**src/rtl/pipe_pkg.sv**
```systemverilog
// Shared definitions for the inter-stage pipeline registers: restart PC,
// payload field widths/offsets and the packed M/W payload layout.
package pipe_pkg;

  localparam logic [31:0] RESET_PC_DEFAULT = 32'h0000_3000;

  localparam int ALUOP_W    = 8;
  localparam int REGA3_W    = 5;
  localparam int REGWDSEL_W = 4;
  localparam int WORD_W     = 32;
  localparam int STAGE_DATA_W = 128;

  // Offsets are measured from bit 0 of the packed M/W payload.
  localparam int MW_ALURES_OFS   = 0;
  localparam int MW_MEMDATA_OFS  = MW_ALURES_OFS + WORD_W;
  localparam int MW_HILO_OFS     = MW_MEMDATA_OFS + WORD_W;
  localparam int MW_REGWDSEL_OFS = MW_HILO_OFS + WORD_W;
  localparam int MW_REGA3_OFS    = MW_REGWDSEL_OFS + REGWDSEL_W;
  localparam int MW_ALUOP_OFS    = MW_REGA3_OFS + REGA3_W;
  localparam int MW_USED_W       = MW_ALUOP_OFS + ALUOP_W;
  localparam int MW_PAD_W        = STAGE_DATA_W - MW_USED_W;

  typedef struct packed {
    logic [MW_PAD_W-1:0]   pad;
    logic [ALUOP_W-1:0]    aluOp;
    logic [REGA3_W-1:0]    regA3;
    logic [REGWDSEL_W-1:0] regWdSel;
    logic [WORD_W-1:0]     hiLo;
    logic [WORD_W-1:0]     memData;
    logic [WORD_W-1:0]     aluResult;
  } mwPayload_t;

  function automatic mwPayload_t mwPack(
    input logic [ALUOP_W-1:0]    aluOp,
    input logic [REGA3_W-1:0]    regA3,
    input logic [REGWDSEL_W-1:0] regWdSel,
    input logic [WORD_W-1:0]     hiLo,
    input logic [WORD_W-1:0]     memData,
    input logic [WORD_W-1:0]     aluResult
  );
    mwPayload_t p;
    p           = '0;
    p.aluOp     = aluOp;
    p.regA3     = regA3;
    p.regWdSel  = regWdSel;
    p.hiLo      = hiLo;
    p.memData   = memData;
    p.aluResult = aluResult;
    return p;
  endfunction

endpackage

```
**src/rtl/pipe_entry_reg.sv**
```systemverilog
// One pipeline entry (valid + PC + regwrite + payload) with load, drop and
// flush controls; flush restores the restart PC but leaves the payload alone.
module pipe_entry_reg
  import pipe_pkg::*;
#(
  parameter int              DATA_W = 128,
  parameter int              PC_W   = 32,
  parameter logic [PC_W-1:0] RST_PC = '0
) (
  input  logic              clk,
  input  logic              reset,
  input  logic              i_flush,
  input  logic              i_load,
  input  logic              i_drop,
  input  logic [PC_W-1:0]   i_pc,
  input  logic              i_regwrite,
  input  logic [DATA_W-1:0] i_data,
  output logic              o_valid,
  output logic [PC_W-1:0]   o_pc,
  output logic              o_regwrite,
  output logic [DATA_W-1:0] o_data
);

  logic              r_valid;
  logic [PC_W-1:0]   r_pc;
  logic              r_regwrite;
  logic [DATA_W-1:0] r_data;

  always_ff @(posedge clk or posedge reset) begin
    if (reset) begin
      r_valid    <= 1'b0;
      r_pc       <= RST_PC;
      r_regwrite <= 1'b0;
      r_data     <= '0;
    end else if (i_flush) begin
      r_valid    <= 1'b0;
      r_pc       <= RST_PC;
      r_regwrite <= 1'b0;
    end else if (i_load) begin
      r_valid    <= 1'b1;
      r_pc       <= i_pc;
      r_regwrite <= i_regwrite;
      r_data     <= i_data;
    end else if (i_drop) begin
      r_valid    <= 1'b0;
    end
  end

  assign o_valid    = r_valid;
  assign o_pc       = r_pc;
  assign o_regwrite = r_regwrite;
  assign o_data     = r_data;

endmodule

```
**src/rtl/pipe_stage_skid.sv**
```systemverilog
// Inter-stage register with valid/ready handshake, 2-entry skid buffer and
// flush-to-restart-PC. Optional counters enabled by PIPE_STAGE_STATS_EN.
module pipe_stage_skid
  import pipe_pkg::*;
#(
  parameter int              DATA_W   = 128,
  parameter int              PC_W     = 32,
  parameter logic [PC_W-1:0] RESET_PC = RESET_PC_DEFAULT[PC_W-1:0]
) (
  input  logic              clk,
  input  logic              reset,
  input  logic              flush,
  input  logic              in_valid,
  output logic              in_ready,
  input  logic [PC_W-1:0]   in_pc,
  input  logic              in_regwrite,
  input  logic [DATA_W-1:0] in_data,
  output logic              out_valid,
  input  logic              out_ready,
  output logic [PC_W-1:0]   out_pc,
  output logic              out_regwrite,
  output logic [DATA_W-1:0] out_data
`ifdef PIPE_STAGE_STATS_EN
  ,
  output logic [15:0]       stall_cnt,
  output logic [15:0]       flush_cnt
`endif
);

  logic              w_mainValid, w_mainRegwrite;
  logic [PC_W-1:0]   w_mainPc;
  logic [DATA_W-1:0] w_mainData;
  logic              w_skidValid, w_skidRegwrite;
  logic [PC_W-1:0]   w_skidPc;
  logic [DATA_W-1:0] w_skidData;

  logic              w_acc, w_drn;
  logic              w_mainLoad, w_mainDrop, w_skidLoad, w_skidDrop;
  logic [PC_W-1:0]   w_mainSrcPc;
  logic              w_mainSrcRegwrite;
  logic [DATA_W-1:0] w_mainSrcData;

  // in_ready comes straight from the skid valid flop, so back-pressure
  // never forms a combinational path from out_ready to upstream.
  assign in_ready = ~w_skidValid;
  assign w_acc    = in_valid & in_ready;
  assign w_drn    = w_mainValid & out_ready;

  // Main refills from skid when one is parked there, else from the input.
  assign w_mainLoad = w_skidValid ? w_drn : (w_acc & (~w_mainValid | w_drn));
  assign w_mainDrop = w_drn & ~w_mainLoad;
  assign w_skidLoad = w_acc & w_mainValid & ~w_drn;
  assign w_skidDrop = w_skidValid & w_drn;

  assign w_mainSrcPc       = w_skidValid ? w_skidPc       : in_pc;
  assign w_mainSrcRegwrite = w_skidValid ? w_skidRegwrite : in_regwrite;
  assign w_mainSrcData     = w_skidValid ? w_skidData     : in_data;

  pipe_entry_reg #(
    .DATA_W (DATA_W),
    .PC_W   (PC_W),
    .RST_PC (RESET_PC)
  ) u_main (
    .clk        (clk),
    .reset      (reset),
    .i_flush    (flush),
    .i_load     (w_mainLoad),
    .i_drop     (w_mainDrop),
    .i_pc       (w_mainSrcPc),
    .i_regwrite (w_mainSrcRegwrite),
    .i_data     (w_mainSrcData),
    .o_valid    (w_mainValid),
    .o_pc       (w_mainPc),
    .o_regwrite (w_mainRegwrite),
    .o_data     (w_mainData)
  );

  pipe_entry_reg #(
    .DATA_W (DATA_W),
    .PC_W   (PC_W),
    .RST_PC ('0)
  ) u_skid (
    .clk        (clk),
    .reset      (reset),
    .i_flush    (flush),
    .i_load     (w_skidLoad),
    .i_drop     (w_skidDrop),
    .i_pc       (in_pc),
    .i_regwrite (in_regwrite),
    .i_data     (in_data),
    .o_valid    (w_skidValid),
    .o_pc       (w_skidPc),
    .o_regwrite (w_skidRegwrite),
    .o_data     (w_skidData)
  );

  assign out_valid    = w_mainValid;
  assign out_pc       = w_mainPc;
  assign out_regwrite = w_mainRegwrite & w_mainValid;
  assign out_data     = w_mainData;

`ifdef PIPE_STAGE_STATS_EN
  logic [15:0] r_stallCnt;
  logic [15:0] r_flushCnt;

  always_ff @(posedge clk or posedge reset) begin
    if (reset) begin
      r_stallCnt <= '0;
      r_flushCnt <= '0;
    end else begin
      if (w_mainValid && !out_ready && r_stallCnt != 16'hFFFF)
        r_stallCnt <= r_stallCnt + 16'd1;
      if (flush && r_flushCnt != 16'hFFFF)
        r_flushCnt <= r_flushCnt + 16'd1;
    end
  end

  assign stall_cnt = r_stallCnt;
  assign flush_cnt = r_flushCnt;
`endif

endmodule

```
**config.mk**
```make
export PLATFORM = sky130hd
export DESIGN_NAME = pipe_stage_skid
export DESIGN_NICKNAME = d
export VERILOG_FILES = /design/src/rtl/pipe_pkg.sv /design/src/rtl/pipe_entry_reg.sv /design/src/rtl/pipe_stage_skid.sv
export SDC_FILE = /design/constraint.sdc
export NUM_CORES = 1
export LEC_CHECK = 0
export CORE_ASPECT_RATIO = 1.4
export CORE_MARGIN = 10
export CORE_UTILIZATION = 50
export DETAILED_ROUTE_END_ITERATION = 8
export MAX_ROUTING_LAYER = met4
export PLACE_DENSITY = 0.8
export SLEW_MARGIN = 20
export SYNTH_ARGS = -nofsm -noshare
export SYNTH_HDL_FRONTEND = slang
export SYNTH_SLANG_ARGS = --single-unit
```
**constraint.sdc**
```tcl
create_clock -name clk -period 13.91 [get_ports clk]
set_input_delay 2.782 -clock clk [delete_from_list [all_inputs] [get_ports clk]]
set_output_delay 2.782 -clock clk [all_outputs]
set_load 0.005 [all_outputs]
```
==> flow_metrics.env <==
export IMPL_synth_cell_type_count=24
export IMPL_drv_cap=0
export IMPL_fin_nets=1396
export IMPL_synthToLayoutAreaGrowth_pct=34.50
export IMPL_hold_buffers=0
export IMPL_path_max_fanout=76
export IMPL_cts_buffers=34
export IMPL_total_power_w=0.002841
export IMPL_synth_compound_area_share=0.03986
export IMPL_synth_seq_cells=324
export IMPL_synth_avg_cell_area_um2=15.04
export IMPL_grt_pass1_wl_mm=54.96
export IMPL_max_freq_mhz=167.9
export IMPL_slew_violations=0
export IMPL_whs_path_depth=1
export IMPL_r2r_slack_ns=10.63
export IMPL_multi_input_area_um2=5393
export IMPL_hp_start="u_skid.o_data[51]$_DFFE_PP0P_"
export IMPL_tightest_slew_ns=1.008
export IMPL_r2r_start="u_skid.o_valid$_DFFE_PP0P_"
export IMPL_row_count=71
export IMPL_slew_headroom=0.3238
export IMPL_setup_tns_ns=0
export IMPL_clk_latency_ns=0.51
export IMPL_grt_usage=0.2034
export IMPL_cp_num_buf_inv=3
export IMPL_antenna_found_initial=6
export IMPL_synth_simple_area_share=0.01259
export IMPL_final_cell_mix="mux2_2 (329), clkdlybuf4s50_1 (328), dfrtp_1 (321)"
export IMPL_synth_xor_area_frac=0
export IMPL_cpPeakStageDelay_ns=0.87
export IMPL_synth_area_um2=13810
export IMPL_status="complete, no violations"
export IMPL_cp_top_family="buffers and inverters"
export IMPL_clock_skew_ns=0.01506
export IMPL_synth_adder_area_share=0
export IMPL_die_area_um2=34760
export IMPL_cts_htree_levels=2
export IMPL_min_to="u_skid.o_data[51]$_DFFE_PP0P_"
export IMPL_period_minus_slack_ns=5.957
export IMPL_yosys_warnings=0
export IMPL_routabilityCongestion=0.7908
export IMPL_num_vias=8735
export IMPL_yosys_mux_area_fraction=0.3372
export IMPL_final_common_cell="mux2_2"
export IMPL_die_width_um=160.5
export IMPL_path_clk_slew_ns=0.06
export IMPL_worst_setup_path_end_kind="register"
export IMPL_crit_required_ns=14.30
export IMPL_drive_gt1_frac=0.3182
export IMPL_rsz0062_at_grt="false"
export IMPL_path_cells="clkdlybuf4s50_1 -> clkinv_1 -> o221ai_4 -> buf_4 -> mux2_2"
export IMPL_synth_top_family_by_area="multiplexers"
export IMPL_cts_sinks=324
export IMPL_cts_tree="built"
export IMPL_criticalPathCategory="primary input to register"
export IMPL_fin_crit_sh=0.4283
export IMPL_via_per_inst=5.375
export IMPL_portBuffers=328
export IMPL_p_leak_nw=7.803
export IMPL_dp_hpwl_mm=23.65
export IMPL_clockBufferDepth=3
export IMPL_post_cts_buffers=0
export IMPL_hp_class="register to register"
export IMPL_r2r_end="u_main.o_data[81]$_DFFE_PP0P_"
export IMPL_die_y_um=216.6
export IMPL_cts_root_buffer="clkbuf_16"
export IMPL_initial_core_util=0.5097
export IMPL_io_pins=329
export IMPL_drt_iter0_markers=466
export IMPL_fill_cells=1962
export IMPL_seq_area_frac_synth=0.5872
export IMPL_syn_inst=918
export IMPL_routed_wl_mm=35.14
export IMPL_slowest_stage="buf_4"
export IMPL_avgRoutedWirePerCell_um=21.62
export IMPL_grt_pass1_vias=9469
export IMPL_arrival_ns=6.34
export IMPL_drc=0
export IMPL_final_setup_viol_count=0
export IMPL_hold_violations=0
export IMPL_p_per_area_nw_per_um2=153.0
export IMPL_ant_nets=0
export IMPL_first_pass_iters=4
export IMPL_vdd_drop_max_v=0.0001038
export IMPL_grt_max_degree=162
export IMPL_seqCellArea_um2=8114
export IMPL_setup_worst_path_start_class="primary input"
export IMPL_ff2ff_path_depth=4
export IMPL_syn_nets=1084
export IMPL_core_um2=27090
export IMPL_cts_resized_gates=0
export IMPL_overflow=0
==> power breakdown <==
part           internal, W  switching [W]
clock network     0.000603       0.000361
registers          0.00116       0.000111
logic             0.000406       0.000206
==> kinds of logic after synthesis <==
group / count (synthesis)
buffers and inverters: 66
AO/OA/AOI/OAI: 72
flip-flops: 324
AND/OR/NAND/NOR: 39
multiplexers: 417
==> per-layer routing <==
| metal | wire length, µm | global-route usage |
|---|---|---|
| met5 | 0 | - |
| met4 | 777 | 0.07331 |
| met3 | 2202 | 0.05671 |
| met2 | 18640 | 0.3456 |
| met1 | 13520 | 0.2242 |
==> cells in the mapped netlist <==
library cell / number / share of area
buf_2: 36 / 0.013
nand2_1: 33 / 0.0090
clkbuf_1: 13 / 0.0035
buf_4: 7 / 0.0038
or2_2: 2 / 0.00091
clkinv_1: 1 / 0.00027
o31a_1: 1 / 0.00063
o21ai_0: 1 / 0.00036
a21oi_1: 1 / 0.00036
nor2_1: 1 / 0.00027
o22a_1: 3 / 0.0019
buf_1: 6 / 0.0016
and2_1: 2 / 0.00091
dfrtp_1: 322 / 0.58
mux2_2: 329 / 0.27
inv_1: 3 / 0.00082
o22ai_1: 31 / 0.014
nor4_4: 1 / 0.0015
mux2_1: 57 / 0.046
dfstp_2: 2 / 0.0038
mux2i_1: 31 / 0.022
o221ai_2: 1 / 0.0011
a211oi_1: 1 / 0.00054
a22o_1: 33 / 0.021
==> worst max path at each step <==
| stage | start | end | slack [ns] | cells past startpoint |
|---|---|---|---|---|
| final | flush | u_main.o_data[81]$_DFFE_PP0P_ | 7.95 | 5 |
| after global routing | flush | u_main.o_data[80]$_DFFE_PP0P_ | 7.70 | 5 |
| after global placement | flush | u_main.o_data[80]$_DFFE_PP0P_ | 7.50 | 5 |
| after detailed placement | flush | u_main.o_data[80]$_DFFE_PP0P_ | 7.45 | 5 |
| after floorplan | reset | u_main.o_data[0]$_DFFE_PP0P_ | 2.16 | 1 |
| after CTS | flush | u_main.o_data[81]$_DFFE_PP0P_ | 7.98 | 5 |
==> registers in the layout (all words and copies together) (netlist names) <==
name,cells
u_main.o_data,128
u_main.o_pc,32
u_main.o_regwrite,1
u_main.o_valid,1
u_skid.o_data,128
u_skid.o_pc,32
u_skid.o_regwrite,1
u_skid.o_valid,1
==> through the flow <==
stage               cells  hold slack (ns)    util  area, µm²  setup slack, ns
finish               1625           0.4787  0.6856      18580            7.953
global route         1625           0.4914  0.6856      18580            7.703
CTS                  1619           0.4840  0.6849      18560            7.983
detailed placement   1559           0.4684  0.6406      17360            7.453
global placement     1559           0.4607  0.6406      17360            7.504
floorplan             918           0.4522       -      13810            2.162
==> layout make-up <==
class                      count  share of cell area
multi-input combinational    528              0.2903
clock inverter                10            0.009430
timing repair buffer         338              0.1817
antenna                        6           0.0008083
tap                          365             0.02459
inverter                       4            0.001212
sequential                   324              0.4368
clock buffer                  50             0.05517
Power figures use the tool's default switching activity.
